<file path="config.mk">
export PLATFORM = sky130hd
export DESIGN_NAME = ghadi_setter_flat
export DESIGN_NICKNAME = d
export VERILOG_FILES = /design/src/rtl/ghadi_setter_if.sv /design/src/rtl/ghadi_setter.sv /design/src/flat_wrapper.sv
export SDC_FILE = /design/constraint.sdc
export NUM_CORES = 1
export LEC_CHECK = 0
export ABC_AREA = 1
export BUFFER_PORTS_ARGS = -buffer_cell sky130_fd_sc_hd__buf_2
export CORE_UTILIZATION = 59
export DETAILED_ROUTE_END_ITERATION = 8
export PLACE_DENSITY = 0.8
export SYNTH_ARGS = -nofsm -noshare
export SYNTH_HDL_FRONTEND = slang
export SYNTH_SLANG_ARGS = --single-unit
export TNS_END_PERCENT = 50
</file>
<file path="constraint.sdc">
create_clock -name clk -period 3.4 [get_ports clk]
set_input_delay 0.68 -clock clk [delete_from_list [all_inputs] [get_ports clk]]
set_output_delay 0.68 -clock clk [all_outputs]
set_load 0.05 [all_outputs]
</file>
<file path="src/rtl/ghadi_setter_if.sv">
// ghadi_setter_if
//   Signal bundle between the board-side driver (buttons, Aclock status) and
//   the ghadi_setter front-end.
//   master : drives buttons, tgt_alarm, Alarm, cur_*; observes load outputs
//   slave  : the setter itself
//   Buttons  : btn_mode, btn_inc, btn_set, btn_alarm (raw, asynchronous)
//   Status   : tgt_alarm (0 time / 1 alarm), Alarm (ringing), cur_H1/H0/M1/M0
//   Outputs  : H_in1/H_in0/M_in1/M_in0 (BCD), LD_time, LD_alarm, STOP_al,
//              AL_ON, edit_field
interface ghadi_setter_if;
  logic       btn_mode, btn_inc, btn_set, btn_alarm;
  logic       tgt_alarm, Alarm;
  logic [1:0] cur_H1;
  logic [3:0] cur_H0, cur_M1, cur_M0;
  logic [1:0] H_in1;
  logic [3:0] H_in0, M_in1, M_in0;
  logic       LD_time, LD_alarm, STOP_al, AL_ON;
  logic [1:0] edit_field;

  modport master (
    output btn_mode, btn_inc, btn_set, btn_alarm, tgt_alarm, Alarm,
           cur_H1, cur_H0, cur_M1, cur_M0,
    input  H_in1, H_in0, M_in1, M_in0, LD_time, LD_alarm, STOP_al, AL_ON,
           edit_field
  );

  modport slave (
    input  btn_mode, btn_inc, btn_set, btn_alarm, tgt_alarm, Alarm,
           cur_H1, cur_H0, cur_M1, cur_M0,
    output H_in1, H_in0, M_in1, M_in0, LD_time, LD_alarm, STOP_al, AL_ON,
           edit_field
  );
endinterface

</file>
<file path="src/rtl/ghadi_setter.sv">
// ghadi_setter
//   Button-driven editor that writes the Aclock load interface. Four buttons
//   are synchronised and debounced; an edit FSM (IDLE/HOUR/MIN/CONFIRM/LOAD)
//   edits BCD hour/minute registers and commits them with a LD_time or
//   LD_alarm strobe. Also owns AL_ON and the STOP_al strobe.
//   Ports:
//     clk    : rising-edge clock
//     reset  : asynchronous active-low reset
//     bus    : ghadi_setter_if.slave (buttons, status, BCD digits, strobes)
//   Optional feature macro: GHADI_SETTER_AUTOREPEAT_EN
//     When defined, holding btn_inc in HOUR/MIN repeats the increment every
//     REPEAT_CYCLES cycles after the first press event.
module ghadi_setter #(
  parameter int DEBOUNCE_CYCLES = 4,
  parameter int LOAD_CYCLES     = 2,
  parameter int REPEAT_CYCLES   = 5
) (
  input  logic           clk,
  input  logic           reset,
  ghadi_setter_if.slave  bus
);
  localparam int NB = 4;
  localparam int DW = $clog2(DEBOUNCE_CYCLES + 1);
  localparam int LW = $clog2(LOAD_CYCLES + 1);

  localparam int B_MODE = 0, B_SET = 1, B_INC = 2, B_ALM = 3;

  localparam logic [2:0] S_IDLE = 3'd0, S_HOUR = 3'd1, S_MIN = 3'd2,
                         S_CONF = 3'd3, S_LOAD = 3'd4;

  // ---------------- debounce ----------------
  logic [NB-1:0]         w_raw;
  logic [NB-1:0]         r_s1, r_s2, r_stable, w_evt;
  logic [NB-1:0][DW-1:0] r_cnt;

  assign w_raw = {bus.btn_alarm, bus.btn_inc, bus.btn_set, bus.btn_mode};

  // Event fires in the cycle the accepted level is about to flip 0->1, so the
  // FSM consumes it on the same edge that updates r_stable.
  for (genvar g = 0; g < NB; g++) begin : g_evt
    assign w_evt[g] = r_s2[g] & ~r_stable[g] &
                      (r_cnt[g] == DW'(DEBOUNCE_CYCLES - 1));
  end

  always_ff @(posedge clk or negedge reset) begin
    if (!reset) begin
      r_s1     <= '0;
      r_s2     <= '0;
      r_stable <= '0;
      r_cnt    <= '0;
    end else begin
      r_s1 <= w_raw;
      r_s2 <= r_s1;
      for (int i = 0; i < NB; i++) begin
        if (r_s2[i] == r_stable[i]) begin
          r_cnt[i] <= '0;
        end else if (r_cnt[i] == DW'(DEBOUNCE_CYCLES - 1)) begin
          r_stable[i] <= r_s2[i];
          r_cnt[i]    <= '0;
        end else begin
          r_cnt[i] <= r_cnt[i] + 1'b1;
        end
      end
    end
  end

  // ---------------- FSM state ----------------
  logic [2:0]    r_state;
  logic          r_tgt;
  logic [1:0]    r_h1;
  logic [3:0]    r_h0, r_m1, r_m0;
  logic [13:0]   r_shadow;
  logic [LW-1:0] r_ld_cnt, r_stop_cnt;
  logic          r_al_on;

  // ---------------- auto-repeat ----------------
  logic w_rep;
`ifdef GHADI_SETTER_AUTOREPEAT_EN
  localparam int RW = $clog2(REPEAT_CYCLES + 1);
  logic [RW-1:0] r_rep;
  logic          w_hold;
  // Hold uses the synced raw level too, so repeats stop as soon as the
  // release is seen rather than after the release is debounced.
  assign w_hold = r_stable[B_INC] & r_s2[B_INC] &
                  ((r_state == S_HOUR) || (r_state == S_MIN));
  assign w_rep  = w_hold & (r_rep == RW'(REPEAT_CYCLES - 1));

  always_ff @(posedge clk or negedge reset) begin
    if (!reset)                r_rep <= '0;
    else if (!w_hold || w_rep) r_rep <= '0;
    else                       r_rep <= r_rep + 1'b1;
  end
`else
  assign w_rep = 1'b0;
`endif

  // ---------------- event arbitration ----------------
  logic w_inc_any, w_any, w_stop, w_mode, w_set, w_inc, w_alm;
  assign w_inc_any = w_evt[B_INC] | w_rep;
  assign w_any     = w_evt[B_MODE] | w_evt[B_SET] | w_inc_any | w_evt[B_ALM];
  // While ringing every press becomes a stop request and nothing else.
  assign w_stop = bus.Alarm & w_any;
  assign w_mode = ~bus.Alarm & w_evt[B_MODE];
  assign w_set  = ~bus.Alarm & ~w_evt[B_MODE] & w_evt[B_SET];
  assign w_inc  = ~bus.Alarm & ~w_evt[B_MODE] & ~w_evt[B_SET] & w_inc_any;
  assign w_alm  = ~bus.Alarm & ~w_evt[B_MODE] & ~w_evt[B_SET] & ~w_inc_any &
                  w_evt[B_ALM];

  always_ff @(posedge clk or negedge reset) begin
    if (!reset) begin
      r_state    <= S_IDLE;
      r_tgt      <= 1'b0;
      r_h1       <= '0;
      r_h0       <= '0;
      r_m1       <= '0;
      r_m0       <= '0;
      r_shadow   <= '0;
      r_ld_cnt   <= '0;
      r_stop_cnt <= '0;
      r_al_on    <= 1'b0;
    end else begin
      if (w_stop)               r_stop_cnt <= LW'(LOAD_CYCLES);
      else if (r_stop_cnt != 0) r_stop_cnt <= r_stop_cnt - 1'b1;

      case (r_state)
        S_IDLE: begin
          if (w_mode) begin
            r_state <= S_HOUR;
            r_tgt   <= bus.tgt_alarm;
            if (bus.tgt_alarm) begin
              {r_h1, r_h0, r_m1, r_m0} <= r_shadow;
            end else begin
              {r_h1, r_h0, r_m1, r_m0} <= {bus.cur_H1, bus.cur_H0,
                                           bus.cur_M1, bus.cur_M0};
            end
          end else if (w_alm) begin
            r_al_on <= ~r_al_on;
          end
        end
        S_HOUR: begin
          if (w_mode) begin
            r_state <= S_MIN;
          end else if (w_inc) begin
            if (r_h1 == 2'd2 && r_h0 == 4'd3) begin
              r_h1 <= '0;
              r_h0 <= '0;
            end else if (r_h0 == 4'd9) begin
              r_h1 <= r_h1 + 1'b1;
              r_h0 <= '0;
            end else begin
              r_h0 <= r_h0 + 1'b1;
            end
          end
        end
        S_MIN: begin
          if (w_mode) begin
            r_state <= S_CONF;
          end else if (w_inc) begin
            if (r_m0 == 4'd9) begin
              r_m0 <= '0;
              r_m1 <= (r_m1 == 4'd5) ? 4'd0 : r_m1 + 1'b1;
            end else begin
              r_m0 <= r_m0 + 1'b1;
            end
          end
        end
        S_CONF: begin
          if (w_mode) begin
            r_state <= S_IDLE;
          end else if (w_set) begin
            r_state  <= S_LOAD;
            r_ld_cnt <= LW'(LOAD_CYCLES - 1);
            if (r_tgt) r_shadow <= {r_h1, r_h0, r_m1, r_m0};
          end
        end
        S_LOAD: begin
          if (r_ld_cnt == 0) r_state  <= S_IDLE;
          else               r_ld_cnt <= r_ld_cnt - 1'b1;
        end
        default: r_state <= S_IDLE;
      endcase
    end
  end

  // Strobes decode from state so an async reset drops them immediately.
  assign bus.H_in1      = r_h1;
  assign bus.H_in0      = r_h0;
  assign bus.M_in1      = r_m1;
  assign bus.M_in0      = r_m0;
  assign bus.LD_time    = (r_state == S_LOAD) & ~r_tgt;
  assign bus.LD_alarm   = (r_state == S_LOAD) &  r_tgt;
  assign bus.STOP_al    = (r_stop_cnt != 0);
  assign bus.AL_ON      = r_al_on;
  assign bus.edit_field = (r_state == S_LOAD) ? 2'd3 : r_state[1:0];
endmodule

</file>
<file path="src/flat_wrapper.sv">
// flat-port wrapper written by rule: the top's interface ports become plain ports
module ghadi_setter_flat 
#(
  parameter int DEBOUNCE_CYCLES = 4,
  parameter int LOAD_CYCLES     = 2,
  parameter int REPEAT_CYCLES   = 5
)
  (clk, reset, bus_btn_mode, bus_btn_inc, bus_btn_set, bus_btn_alarm, bus_tgt_alarm, bus_Alarm, bus_cur_H1, bus_cur_H0, bus_cur_M1, bus_cur_M0, bus_H_in1, bus_H_in0, bus_M_in1, bus_M_in0, bus_LD_time, bus_LD_alarm, bus_STOP_al, bus_AL_ON, bus_edit_field);
  ghadi_setter_if bus_i ();
  input  logic clk;
  input  logic reset;
  input wire logic [$bits(bus_i.btn_mode)-1:0] bus_btn_mode;
  input wire logic [$bits(bus_i.btn_inc)-1:0] bus_btn_inc;
  input wire logic [$bits(bus_i.btn_set)-1:0] bus_btn_set;
  input wire logic [$bits(bus_i.btn_alarm)-1:0] bus_btn_alarm;
  input wire logic [$bits(bus_i.tgt_alarm)-1:0] bus_tgt_alarm;
  input wire logic [$bits(bus_i.Alarm)-1:0] bus_Alarm;
  input wire logic [$bits(bus_i.cur_H1)-1:0] bus_cur_H1;
  input wire logic [$bits(bus_i.cur_H0)-1:0] bus_cur_H0;
  input wire logic [$bits(bus_i.cur_M1)-1:0] bus_cur_M1;
  input wire logic [$bits(bus_i.cur_M0)-1:0] bus_cur_M0;
  output wire logic [$bits(bus_i.H_in1)-1:0] bus_H_in1;
  output wire logic [$bits(bus_i.H_in0)-1:0] bus_H_in0;
  output wire logic [$bits(bus_i.M_in1)-1:0] bus_M_in1;
  output wire logic [$bits(bus_i.M_in0)-1:0] bus_M_in0;
  output wire logic [$bits(bus_i.LD_time)-1:0] bus_LD_time;
  output wire logic [$bits(bus_i.LD_alarm)-1:0] bus_LD_alarm;
  output wire logic [$bits(bus_i.STOP_al)-1:0] bus_STOP_al;
  output wire logic [$bits(bus_i.AL_ON)-1:0] bus_AL_ON;
  output wire logic [$bits(bus_i.edit_field)-1:0] bus_edit_field;
  assign bus_i.btn_mode = bus_btn_mode;
  assign bus_i.btn_inc = bus_btn_inc;
  assign bus_i.btn_set = bus_btn_set;
  assign bus_i.btn_alarm = bus_btn_alarm;
  assign bus_i.tgt_alarm = bus_tgt_alarm;
  assign bus_i.Alarm = bus_Alarm;
  assign bus_i.cur_H1 = bus_cur_H1;
  assign bus_i.cur_H0 = bus_cur_H0;
  assign bus_i.cur_M1 = bus_cur_M1;
  assign bus_i.cur_M0 = bus_cur_M0;
  assign bus_H_in1 = bus_i.H_in1;
  assign bus_H_in0 = bus_i.H_in0;
  assign bus_M_in1 = bus_i.M_in1;
  assign bus_M_in0 = bus_i.M_in0;
  assign bus_LD_time = bus_i.LD_time;
  assign bus_LD_alarm = bus_i.LD_alarm;
  assign bus_STOP_al = bus_i.STOP_al;
  assign bus_AL_ON = bus_i.AL_ON;
  assign bus_edit_field = bus_i.edit_field;
  ghadi_setter #(.DEBOUNCE_CYCLES(DEBOUNCE_CYCLES), .LOAD_CYCLES(LOAD_CYCLES), .REPEAT_CYCLES(REPEAT_CYCLES)) u_core (.clk(clk), .reset(reset), .bus(bus_i));
endmodule
</file>
==> implementation parameters <==
Parameter                              Value

Status
  Status    finished, final reports clean

Clock tree
  Post-CTS Resized    0
  Count of clock tree sinks    61
  Number of buffers added to fix hold violations after cts    0
  Deepest level of the CTS H-tree    3
  Number of setup buffers added after CTS    0
  Number of buffers on the longest clock path    2
  Master cell of the clock root buffer    clkbuf_8
  TritonCTS clock tree    done
  Clock latency reported for the late side of the worst-skew pair    between 300 and 400 ps
  Clock slew at the register clock pins of the worst setup and hold paths    around 70 ps
  Clock buffers created by TritonCTS    9

Synthesis
  Count of synthesis-stage warnings from yosys    0
  Net Count, Synth    422
  Gate Count Post-Synth    388
  Post-synthesis area per instance    slightly above 8 µm²
  Number of flip-flops and latches in the synthesized netlist    between 60 and 70
  Portion of the post-synthesis area used by sequential elements    0.4870
  Number of distinct library cell variants in the gate-level netlist after synthesis    28
  Synthesized area    between 3000 and 4000 µm²

GRT
  First-pass GRT wire length    between 10000 and 15000 µm
  GRT Total Usage    0.2488
  Largest net degree at the start of global routing    51
  Antenna violations before repair    0
  Via count of the first global-routing pass    2437
  Overflow left after global routing    0

Worst hold path
  Path type of the worst min-delay path    reg -> reg
  Beginning of the worst hold path    u_core.r_s1[2]$_DFF_PN0_

Route
  Antenna-violating nets left    0
  1st-iter DRT viols    between 100 and 150
  Routed vias/inst    about 5
  TritonRoute pass-1 iters    4
  Wire length after detailed routing    between 6000 and 7000 µm
  Routed via count    between 2000 and 3000
  Per-cell routed wire length    about 12 µm
  DR DRC count    0

Timing
  Max-slew violations    0
  Number of hold violations in the final report    0
  Max Clk Rate    about 460 MHz
  Number of setup violations in the final report    0
  Final min period    roughly 2200 ps
  Least-Margin Pin Slew    1067 ps
  Max_slew headroom    0.2889
  Post-route setup TNS    0 ps
  Final period utilization    0.6441
  RSZ-0062 raised after global routing    no
  Maximum clock skew at final layout    about 4.2 ps

Finish
  Share of post-route cells with drive strength above 1    0.2005
  Total inserted antenna cells    0
  Fraction of the core area covered by cells at the end of the flow    0.7080
  Number of nets in the final layout    468
  Leading cell type in the layout, fill and taps excluded    nand2_1
  Commonest non-fill, non-tap cells in the layout    nand2_1 (135), dfrtp_1 (61), inv_1 (47)
  Synthesis-to-layout area growth    15.37%

Power
  Share of power burned in combinational logic    0.407
  Power density cells    roughly 840 nW/µm²
  Register share of total power    0.349
  Cell Int Power    roughly 1.7 mW
  Max VDD drop    549.1 µV
  Leakage power total    approximately 1.9 nW
  Switching share of total power    0.4434
  Switch Pwr    roughly 1.4 mW
  Clock share of power    0.244

Setup path
  Kind of end point of the critical path    output pin
  Worst setup startpoint    u_core.r_state[0]$_DFFE_PN0P_
  CP max FO    5
  Cells traversed along the worst timing path    inv_2 > nand3_1 > nor2_1 > buf_2
  Flop2flop setup slack    1510 ps
  Critical setup path kind    reg -> out
  Critical path's slowest cell    dfrtp_1
  Highest cell delay on the worst timing path    around 450 ps
  Worst reg2reg startpoint    u_core.r_state[0]$_DFFE_PN0P_
  Critical Path Start Type    flop
  Critical path arrival    between 1500 and 2000 ps
  Required time of the worst setup path    2720 ps

Placed design
  RePlAce Congestion    around 0.84
  Quantity of I/O buffers inserted on ports    between 40 and 50
  Detailed-placement wirelength estimate    approximately 4400 µm

Floorplanning
  Area enclosed by the die boundary    5608 µm²
  I/O Pins    42
  Starting Density    0.6137
  Site row count    26
  Chip height    around 75 µm
  Core Region    ~5000 µm²
  Width of the chip    about 75 µm

Flow run
  # Max-Cap Violations    0
[path summary, 6_finish.rpt]
path / endpoint / cells past startpoint
setup reg to reg: u_core.bus.M_in1[0]$_DFFE_PN0P_ / 8
hold / removal: u_core.r_s2[2]$_DFF_PN0_ / 0
setup / recovery: bus_LD_alarm / 4
hold reg to reg: u_core.r_s2[2]$_DFF_PN0_ / 0
max in group asynchronous: u_core.r_shadow[9]$_DFFE_PN0P_ / 2
min in group asynchronous: u_core.r_s2[1]$_DFF_PN0_ / 1
[power by group through the flow]
stage / registers (mW) / clock network (mW) / logic [mW]
after detailed placement: 1.08 / 0 / 1.24
final: 1.07 / 0.743 / 1.24
after global placement: 1.07 / 0 / 1.21
after CTS: 1.07 / 0.752 / 1.25
after global routing: 1.09 / 0.776 / 1.40
after floorplan: 1.29 / 0 / 0.739
[synthesized netlist by cell type (all sizes together)]
master  count  share of area
o21ai      38          0.079
nand4       2         0.0040
buf         6          0.015
nand2     137           0.17
nor2       27          0.036
nor3b       1         0.0024
xor2        2         0.0056
mux2i       1         0.0032
inv        51          0.061
dfrtp      61           0.49
and3        1         0.0020
nor3        6          0.011
clkbuf      1         0.0012
nand3      36          0.068
a21oi       5         0.0080
xnor2       1         0.0028
ha         12          0.048
[cells by family after synthesis]
group	share of synthesized area
flip-flops	0.4870
multiplexers	0.003194
AO/OA/AOI/OAI	0.08663
buffers and inverters	0.07744
XOR/XNOR	0.008385
AND/OR/NAND/NOR	0.2894
adder cells (fa/ha/maj)	0.04790
[critical path: cells and delay by family (launching register included)]
kind / cells / cell delay, ps
AND/OR/NAND/NOR: 2 / 330
flip-flops: 1 / 450
buffers and inverters: 2 / 390
[state kept, by name (all words and copies together) (netlist names)]
name,cells
u_core.r_shadow,14
u_core.r_cnt,12
u_core.bus.H_in0,4
u_core.bus.M_in0,4
u_core.bus.M_in1,4
u_core.r_s1,4
u_core.r_s2,4
u_core.r_stable,4
u_core.r_state,3
u_core.bus.H_in1,2
u_core.r_ld_cnt,2
u_core.r_stop_cnt,2
u_core.bus.AL_ON,1
u_core.r_tgt,1
[metal layers]
layer  GRT usage  up-vias  wire length, µm
li1            -     1317                -
met1      0.3113     1218             2857
met5           0        -                0
met3     0.05087       12              234
met2      0.4154       54             2951
met4      0.1174        0              121
[per-stage QoR]
step	hold WS [ps]	power, mW	cells	instance area [µm²]	worst slack [ps]
final	352.8	3.050	509	3616	1210
after global routing	358.4	3.267	509	3616	1134
after CTS	355.6	3.068	509	3616	1202
after detailed placement	340.3	2.316	493	3383	1510
after global placement	332.7	2.279	493	3383	1553
after floorplan	331.2	2.026	388	3134	1397
[cell type report]
type	instances	area, µm²
clock inverter	5	81.33
multi-input combinational	269	1365
sequential	61	1526
tap	70	87.58
inverter	51	191.4
fill	422	1491
timing repair buffer	42	212.7
clock buffer	11	151.4
(Power assumes the default switching activity.)
